**config.mk**
```make
export PLATFORM = sky130hd
export DESIGN_NAME = ctrl_unit_param
export DESIGN_NICKNAME = d
export VERILOG_FILES = /design/src/rtl/ctrl_unit_param.sv
export SDC_FILE = /design/constraint.sdc
export NUM_CORES = 1
export LEC_CHECK = 0
export ABC_AREA = 1
export ABC_CLOCK_PERIOD_IN_PS = 2780
export BUFFER_PORTS_ARGS = -buffer_cell sky130_fd_sc_hd__buf_2
export CORE_ASPECT_RATIO = 1.1
export CORE_UTILIZATION = 50
export DETAILED_ROUTE_END_ITERATION = 8
export HOLD_SLACK_MARGIN = 0.1
export PLACE_DENSITY = 0.81
export SYNTH_ARGS = -nofsm -noshare
export SYNTH_HDL_FRONTEND = slang
export SYNTH_SLANG_ARGS = --single-unit
```
**constraint.sdc**
```tcl
create_clock -name clk -period 2.78 [get_ports clk]
set_input_delay 0.278 -clock clk [delete_from_list [all_inputs] [get_ports clk]]
set_output_delay 0.278 -clock clk [all_outputs]
set_load 0.02 [all_outputs]
```
**src/rtl/ctrl_unit_param.sv**
```systemverilog
// Layer-sequencing control unit for a MAC datapath.
// For each output position it loads activations once, then walks the active filter groups.
// Each group runs LOAD_WEI, MAC, QUANT, optional RELU and WB.
// After the last position it pulses done and returns to IDLE.
//
// Ports:
//   clk, rst_n        clock, asynchronous active-low reset
//   core_stall_n      0 freezes state, counters and strobes
//   start, cfg_valid  layer start / config write strobe (both sampled only in IDLE)
//   cfg_*             layer configuration (terminal indices, group count, relu enable)
//   cfg_ready, busy   IDLE / non-IDLE status
//   act_load..done    registered one-cycle datapath strobes
//   wei_reg_en        one-hot weight-register slot enable during LOAD_WEI
//   fil_idx, vol_idx  current filter group and output position
module ctrl_unit_param #(
  parameter int unsigned Pa  = 8,
  parameter int unsigned Pw  = 4,
  parameter int unsigned MNO = 288,
  parameter int unsigned MNV = 224 * 224,
  parameter int unsigned NW  = 8
) (
  input  logic                      clk,
  input  logic                      rst_n,
  input  logic                      core_stall_n,
  input  logic                      start,
  input  logic                      cfg_valid,
  input  logic [$clog2(MNO)-1:0]    cfg_max_ops,
  input  logic [$clog2(Pa*Pw)-1:0]  cfg_max_quant,
  input  logic [$clog2(NW+1)-1:0]   cfg_fil_groups,
  input  logic [$clog2(MNV)-1:0]    cfg_max_vol,
  input  logic                      cfg_relu_en,
  output logic                      cfg_ready,
  output logic                      busy,
  output logic                      act_load,
  output logic                      wei_load,
  output logic                      mac_en,
  output logic                      acc_clr,
  output logic                      quant_en,
  output logic                      relu_en,
  output logic                      wb,
  output logic                      done,
  output logic [NW-1:0]             wei_reg_en,
  output logic [$clog2(NW+1)-1:0]   fil_idx,
  output logic [$clog2(MNV)-1:0]    vol_idx
);

  localparam int unsigned OW = $clog2(MNO);
  localparam int unsigned QW = $clog2(Pa * Pw);
  localparam int unsigned GW = $clog2(NW + 1);
  localparam int unsigned VW = $clog2(MNV);
  localparam logic [GW-1:0] NwG = GW'(NW);

  typedef enum logic [2:0] {
    StIdle, StLoadAct, StLoadWei, StMac, StQuant, StRelu, StWb, StDone
  } state_e;

  state_e          state_d, state_q;
  logic [OW-1:0]   op_d, op_q;
  logic [QW-1:0]   qnt_d, qnt_q;
  logic [GW-1:0]   fil_d, fil_q;
  logic [VW-1:0]   vol_d, vol_q;
  logic [OW-1:0]   cfg_ops_d, cfg_ops_q;
  logic [QW-1:0]   cfg_qnt_d, cfg_qnt_q;
  logic [GW-1:0]   cfg_grp_d, cfg_grp_q;
  logic [VW-1:0]   cfg_vol_d, cfg_vol_q;
  logic            cfg_relu_d, cfg_relu_q;
  // {act_load, wei_load, mac_en, acc_clr, quant_en, relu_en, wb, done}
  logic [7:0]      strb_d, strb_q;
  logic [NW-1:0]   wre_d, wre_q;
  logic [GW-1:0]   grp_last;

  // Index of the last active group: 0 behaves as 1, anything above NW saturates to NW.
  always_comb begin
    grp_last = '0;
    if (cfg_grp_q == '0) begin
      grp_last = '0;
    end else if (cfg_grp_q > NwG) begin
      grp_last = NwG - GW'(1);
    end else begin
      grp_last = cfg_grp_q - GW'(1);
    end
  end

  always_comb begin
    state_d    = state_q;
    op_d       = op_q;
    qnt_d      = qnt_q;
    fil_d      = fil_q;
    vol_d      = vol_q;
    cfg_ops_d  = cfg_ops_q;
    cfg_qnt_d  = cfg_qnt_q;
    cfg_grp_d  = cfg_grp_q;
    cfg_vol_d  = cfg_vol_q;
    cfg_relu_d = cfg_relu_q;
    strb_d     = strb_q;
    wre_d      = wre_q;

    if (state_q == StIdle && cfg_valid) begin
      cfg_ops_d  = cfg_max_ops;
      cfg_qnt_d  = cfg_max_quant;
      cfg_grp_d  = cfg_fil_groups;
      cfg_vol_d  = cfg_max_vol;
      cfg_relu_d = cfg_relu_en;
    end

    if (core_stall_n) begin
      unique case (state_q)
        StIdle:    if (start) state_d = StLoadAct;
        StLoadAct: state_d = StLoadWei;
        StLoadWei: begin
          state_d = StMac;
          op_d    = '0;
        end
        StMac: begin
          if (op_q == cfg_ops_q) begin
            state_d = StQuant;
            qnt_d   = '0;
          end else begin
            op_d = op_q + OW'(1);
          end
        end
        StQuant: begin
          if (qnt_q == cfg_qnt_q) begin
            state_d = cfg_relu_q ? StRelu : StWb;
          end else begin
            qnt_d = qnt_q + QW'(1);
          end
        end
        StRelu:    state_d = StWb;
        StWb: begin
          if (fil_q < grp_last) begin
            fil_d   = fil_q + GW'(1);
            state_d = StLoadWei;
          end else if (vol_q < cfg_vol_q) begin
            fil_d   = '0;
            vol_d   = vol_q + VW'(1);
            state_d = StLoadAct;
          end else begin
            state_d = StDone;
          end
        end
        StDone: begin
          state_d = StIdle;
          op_d    = '0;
          qnt_d   = '0;
          fil_d   = '0;
          vol_d   = '0;
        end
        default:   state_d = StIdle;
      endcase

      // Strobes are registered decodes of the state being entered.
      strb_d = {state_d == StLoadAct, state_d == StLoadWei, state_d == StMac,
                state_d == StLoadAct || state_d == StWb, state_d == StQuant,
                state_d == StRelu, state_d == StWb, state_d == StDone};
      for (int i = 0; i < NW; i++) begin
        wre_d[i] = (state_d == StLoadWei) && (fil_d == GW'(i));
      end
    end
  end

  always_ff @(posedge clk or negedge rst_n) begin
    if (!rst_n) begin
      state_q    <= StIdle;
      op_q       <= '0;
      qnt_q      <= '0;
      fil_q      <= '0;
      vol_q      <= '0;
      cfg_ops_q  <= '0;
      cfg_qnt_q  <= '0;
      cfg_grp_q  <= '0;
      cfg_vol_q  <= '0;
      cfg_relu_q <= 1'b0;
      strb_q     <= '0;
      wre_q      <= '0;
    end else begin
      state_q    <= state_d;
      op_q       <= op_d;
      qnt_q      <= qnt_d;
      fil_q      <= fil_d;
      vol_q      <= vol_d;
      cfg_ops_q  <= cfg_ops_d;
      cfg_qnt_q  <= cfg_qnt_d;
      cfg_grp_q  <= cfg_grp_d;
      cfg_vol_q  <= cfg_vol_d;
      cfg_relu_q <= cfg_relu_d;
      strb_q     <= strb_d;
      wre_q      <= wre_d;
    end
  end

  assign cfg_ready = (state_q == StIdle);
  assign busy      = (state_q != StIdle);
  assign {act_load, wei_load, mac_en, acc_clr, quant_en, relu_en, wb, done} = strb_q;
  assign wei_reg_en = wre_q;
  assign fil_idx    = fil_q;
  assign vol_idx    = vol_q;

endmodule

```
Word-level counts from Yosys, hierarchy flattened
Cells that the tools add are included.
{"block": "op_classes", "add_sub_neg": 5, "magnitude_cmp": 3, "eq_ne": 28, "n_mux": 22, "reduce_logical": 21}
{"cell": "16-bit 2-to-1 mux", "n": 2}
{"cell": "16-bit case mux with 2 select lines", "n": 1}
{"cell": "3-bit == test (second input constant)", "n": 8}
{"cell": "3-bit case mux with 8 select lines", "n": 1}
{"cell": "4-bit 2-to-1 mux", "n": 5}
{"cell": "3-bit 2-to-1 mux", "n": 6}
{"cell": "9-bit case mux with 2 select lines", "n": 1}
{"cell": "16-bit by 1-bit adder with 16-bit output (second input constant)", "n": 1}
{"cell": "4-bit by 3-bit == test with 1-bit output (second input constant)", "n": 4}
{"cell": "16-bit less-than comparator", "n": 1}
{"cell": "5-bit case mux with 3 select lines", "n": 1}
{"cell": "3-bit by 2-bit == test with 1-bit output (second input constant)", "n": 4}
{"cell": "5-bit 2-to-1 mux", "n": 2}
{"cell": "2-bit != test (second input constant)", "n": 5}
{"cell": "9-bit by 1-bit adder with 9-bit output (second input constant)", "n": 1}
{"cell": "9-bit == test", "n": 1}
{"cell": "1-bit logical AND", "n": 9}
{"cell": "9-bit 2-to-1 mux", "n": 1}
{"cell": "4-bit by 2-bit == test with 1-bit output (second input constant)", "n": 2}
{"cell": "4-bit logical NOT", "n": 2}
{"cell": "4-bit case mux with 2 select lines", "n": 1}
{"cell": "4-bit AND reduction", "n": 2}
{"cell": "3-bit by 1-bit == test with 1-bit output (second input constant)", "n": 2}
{"cell": "3-bit nonzero test", "n": 2}
{"cell": "other kinds (13)", "n": 14}
{"block": "totals", "ff_bits": 88, "inputBits": 40, "out_inout_bits": 38, "wordCells": 91}

Logic depth before layout (Yosys ltp)
{"block": "depth", "ltp_word": 9, "ltp_mapped": 19, "ltp_nobuf": 19}

Worst setup path after synthesis
No wires, ideal clock.
{"block": "synth_timing", "path_kind": "register -> register", "from": "register cfg_grp_q[0]", "to": "register wre_q[6], in the netlist wei_reg_en[6]", "setup_time_ns": 0.066, "t_arrival_ns": 2.299, "path_slack_ns": 0.415, "path_stages_with_launch": 14, "n_path_buf": 0, "path_cell_list": "dfrtp_1 inv_1 ha_1 nand2_1 nand2_1 o211ai_1 ha_1 a21oi_1 a21oi_1 a21oi_1 nand2_1 nor2_4 nand3_1 nand2_1"}
{"block": "synth_via", "elab_chain_cells": 9, "word_cells_on_any_way": 15, "cone_classes": "1 x add/sub; 2 x order compare; 2 x eq/ne; 8 x mux; 2 x reduce/logical"}
{"item": "from (decl)", "line": "64", "rtl": "logic [GW-1:0] cfg_grp_d, cfg_grp_q;"}
{"item": "from (signal assigned)", "line": "184", "rtl": "cfg_grp_q <= cfg_grp_d;"}
{"item": "4-bit by 1-bit subtractor with 4-bit output or 4-bit greater-than comparator (tied branches)", "line": "80, 77"}
{"item": "4-bit 2-to-1 mux", "line": "77", "rtl": "end else if (cfg_grp_q > NwG) begin"}
{"item": "4-bit 2-to-1 mux (*)", "line": "75", "rtl": "if (cfg_grp_q == '0) begin"}
{"item": "4-bit less-than comparator (*)", "line": "131", "rtl": "if (fil_q < grp_last) begin"}
{"item": "3-bit 2-to-1 mux or 4-bit 2-to-1 mux (tied branches)", "line": "131"}
{"item": "3-bit case mux with 8 select lines or 4-bit case mux with 2 select lines (tied branches)", "line": "107", "rtl": "unique case (state_q)"}
{"item": "3-bit 2-to-1 mux or 4-bit 2-to-1 mux (tied branches)", "line": "106", "rtl": "if (core_stall_n) begin"}
{"item": "3-bit by 2-bit == test with 1-bit output or 4-bit by 3-bit == test with 1-bit output (tied branches)", "line": "157", "rtl": "wre_d[i] = (state_d == StLoadWei) && (fil_d == GW'(i));"}
{"item": "1-bit logical AND (*)", "line": "157"}
{"item": "to (signal assigned)", "line": "188", "rtl": "wre_q <= wre_d;"}
{"item": "to (decl)", "line": "69", "rtl": "logic [NW-1:0] wre_d, wre_q;"}
Every way passes the cells marked *; elsewhere a longest branch is shown, timed or not. The select of a mux whose other input is x is not followed.
A chain may end at the register's enable or synchronous reset.

Worst setup path after layout
{"block": "layout_timing", "from": "register cfg_grp_q[0]", "to": "register vol_q[11], in the netlist vol_idx[11]"}
{"block": "layout_via", "elab_chain_cells": 6, "word_cells_on_any_way": 8, "cone_classes": "1 x add/sub; 2 x order compare; 1 x eq/ne; 2 x mux; 2 x reduce/logical"}
{"item": "4-bit by 1-bit subtractor with 4-bit output or 4-bit greater-than comparator (tied branches)", "line": "80, 77"}
{"item": "4-bit 2-to-1 mux", "line": "77"}
{"item": "4-bit 2-to-1 mux (*)", "line": "75"}
{"item": "4-bit less-than comparator (*)", "line": "131"}
{"item": "2-bit != test (no line) (*)"}
{"item": "4-bit AND reduction (no line) (*)"}
{"item": "to (signal assigned)", "line": "181", "rtl": "vol_q <= vol_d;"}
{"item": "to (decl)", "line": "61", "rtl": "logic [VW-1:0] vol_d, vol_q;"}
Every way passes the cells marked *; elsewhere a longest branch is shown, timed or not.

==> impl_results.md <==
- Tcrit/Tclk final: 91.4%
- Grt ovf: 0
- DIE WIDTH: 96.7 um
- Leading area contributor after synthesis: dfrtp_1
- Seq/Total Area, Yosys: 44.6%
- Die span in y: 106 um
- Initial antenna violation count: 0
- Cell mode on critical path: nand2_1
- Req. time, crit path: 3.08 ns
- Post-CTS Setup Inserts: 0
- CTS root buf: clkbuf_8
- Synth Cell Area: 4940 um^2
- Port bufs: 77
- Area grow syn2layout: 16.0%
- Share of cells above drive strength 1: 19.5%
- Crit path to: vol_idx[11]
- Detailed Route WL: 10,300 um
- Leak Pwr: 2.91 nW
- Final Hold Viols: 0
- Largest net degree at the start of global routing: 89
- Die area: 10,300 um^2
- Initial DRT Pass Iterations: 5
- GPL Wtd Cong: 0.884
- Post-synthesis net count: 675
- Final min period: 2.54 ns
- RSZ-0062 raised after global routing: no
- Initial Util: 52.0%
- Final cell count without fillers: 819
- CTS tree: yes
- CTS max path bufs: 2
- Critical Path Fanout Max: 14
- Hold Crit Class: primary input to flop
- Drt drc: 0
- Initial DRC count: 206
- CP endpoint kind: flop
- Post-Synthesis Cells: 612
- Row count: 37
- Crit start category: flop
- PwrDens: 1050 nW/um^2
- Post-synth ARST share: 100%
- Vias per inst: 5.28
- Max Clk Rate: 0.394 GHz
- Routed via count: 4,325
- Number of synthesized flops with an enable pin: 0
- Kind of critical path: flop to flop
- Wire length per cell: 12.6 um
- Synth top area share: 44.6%
- Synth Register Bits: 88
- Cell total after placement: 801
- Peak VDD IR: 492 uV
- Critical Path, Cell by Cell: inv_1 > ha_1 > nand2_1 > nand2_1 > o211ai_1 > ha_1 > nand2_1 > inv_1 > nand2_2 > nand3_2 > nand2_4 > a21oi_4 > nand2_2 > o21ai_1 > nand2_1 > nor2_1
- Critical path's slowest cell: dfrtp_1
- Worst-margin pin slew: 0.717 ns
- Count of final max-slew check failures: 0
- Antenna cells: 0
- Vias in the first global route: 4,214
- Post-route ant nets: 0
- Reg clk slew, reported paths: 0.09 ns
- Critical path startpoint: cfg_grp_q[0]
- Final setup fails: 0
- Core ar.: 9490 um^2
- Status: completed
- CTS Sinks: 88
- RR Endpoint: vol_idx[11]
- Most frequent cells in the layout: nand2_1 (164), dfrtp_1 (88), inv_1 (76), buf_2 (76), o21ai_0 (41)
- Max cap viols: 0
- Worst skew pair latency: 0.37 ns
- RR Startpoint: cfg_grp_q[0]
- Yosys warnings: 0
- Clock Skew: 0.0126 ns
- FF-to-FF path depth: 16
- Inserted Clock Buffers: 9
- First-pass GRT wire length: 17,900 um
- Max incr delay on CP: 0.39 ns
- Max-Slew Margin vs Limit: 52.1%
- H-tree Lvls: 3
- FF-to-FF setup slack: 0.24 ns
- # nets final: 760
- Synth top area cells: dfrtp_1 (45%), nand2_1 (12%), ha_1 (5.8%)
- IO Pins: 78
- Commonest non-fill, non-tap cell in the layout: nand2_1
- Post-synth cell types: 37
- Critical Path AT: 2.84 ns
- Syn Area/Cell: 8.07 um^2
- DP HPWL: 7650 um
- Post-route setup TNS: 0 ns
- Tot GR Track Use: 21.3%
- Top FF cell, synth: dfrtp_1
## sequential cells by signal, indices dropped and copies added, names as in the netlist
register    count
strb_q          8
fil_idx         4
cfg_vol_q      16
cfg_ops_q       9
state_q         3
cfg_qnt_q       5
cfg_relu_q      1
wei_reg_en      8
vol_idx        16
cfg_grp_q       4
qnt_q           5
op_q            9
## cells in the mapped netlist, types with 2 or more instances
| library cell | n |
|---|---|
| o21a_1 | 2 |
| o22ai_1 | 4 |
| nor4_1 | 9 |
| xnor2_1 | 10 |
| nand3_1 | 32 |
| ha_1 | 23 |
| mux2_2 | 12 |
| nor3b_1 | 4 |
| a21oi_1 | 23 |
| o31ai_1 | 5 |
| nand2_2 | 4 |
| nor2_4 | 3 |
| nor2_8 | 2 |
| inv_4 | 3 |
| inv_1 | 76 |
| nand2_4 | 2 |
| nand4_1 | 9 |
| o21ai_1 | 9 |
| buf_2 | 5 |
| clkbuf_1 | 4 |
| nor2_1 | 40 |
| o21ai_0 | 41 |
| nand2_1 | 164 |
| clkinv_1 | 2 |
| nor3_1 | 13 |
| inv_2 | 6 |
| dfrtp_1 | 88 |
| xor2_1 | 8 |
## how the worst min path moves through the flow
stage,depth (start not counted),endpoint,slack (ns),startpoint
final,3,cfg_vol_q[1],0.12,cfg_max_vol[1]
after global routing,3,cfg_vol_q[12],0.12,cfg_max_vol[12]
after CTS,3,cfg_vol_q[1],0.11,cfg_max_vol[1]
after detailed placement,2,cfg_vol_q[6],0.35,rst_n
after global placement,2,cfg_vol_q[7],0.35,rst_n
after floorplan,0,cfg_grp_q[0],-0.02,rst_n
## worst max-delay path, delay by kind of cell, from the launching register on
kind	cells	cell delay, ns
compound gates	3	0.58
flops	1	0.39
simple gates	9	0.82
fa+ha+maj	2	0.53
buf+inv	2	0.16
## final cells by class
type                    count  area [um^2]
clock buffers               9          124
inverters                  87          334
well taps                 117          146
flip-flops and latches     88         2200
fillers                   788         3760
repair buffers             84          458
multi-input cells         427         2370
clock inverters             7         95.1
## layer usage
metal | wire length, um | vias up | global-route usage [%] | part of all wire, %
met5 | 0 | - | 0 | 0
met4 | 272 | 0 | 11.4 | 2.6
met3 | 447 | 22 | 3.29 | 4.3
met2 | 4960 | 126 | 36.2 | 48
met1 | 4650 | 2016 | 26.3 | 45
li1 | - | 2161 | - | -
## cell families after synthesis
kind of cell               share of synthesized area, %
buffers and inverters                              7.81
muxes                                              2.74
xor gates and xnor gates                           3.19
adders and majority gates                          5.83
and+or+nand+nor                                    26.1
AOI/OAI and AO/OA                                  9.73
DFF                                                44.6
## timing repair
item                       CTS  global route
setup endpoints to repair    0             7
hold endpoints to repair    89             0
gates resized for setup      0             3
hold buffers                 2             0
## per-stage QoR
step                hold slack [ns]  util (%)  power, mW  instance area (um^2)  worst slack [ns]
floorplan                   -0.0176         -       4.26                  4940             0.415
finish                        0.118      60.4       6.01                  5730             0.240
detailed placement            0.353      57.7       5.02                  5480             0.310
CTS                           0.106      60.2       6.01                  5720             0.288
global route                  0.119      60.4       6.55                  5730           0.00760
global placement              0.351      57.7       4.89                  5480             0.430
## report_power, final
part           total, mW  internal [mW]  switching, mW
clock              0.979          0.507          0.471
combinational       2.85           1.05           1.80
sequential          2.19           1.78          0.407
total               6.01           3.33           2.68
(Power assumes the default switching activity.)
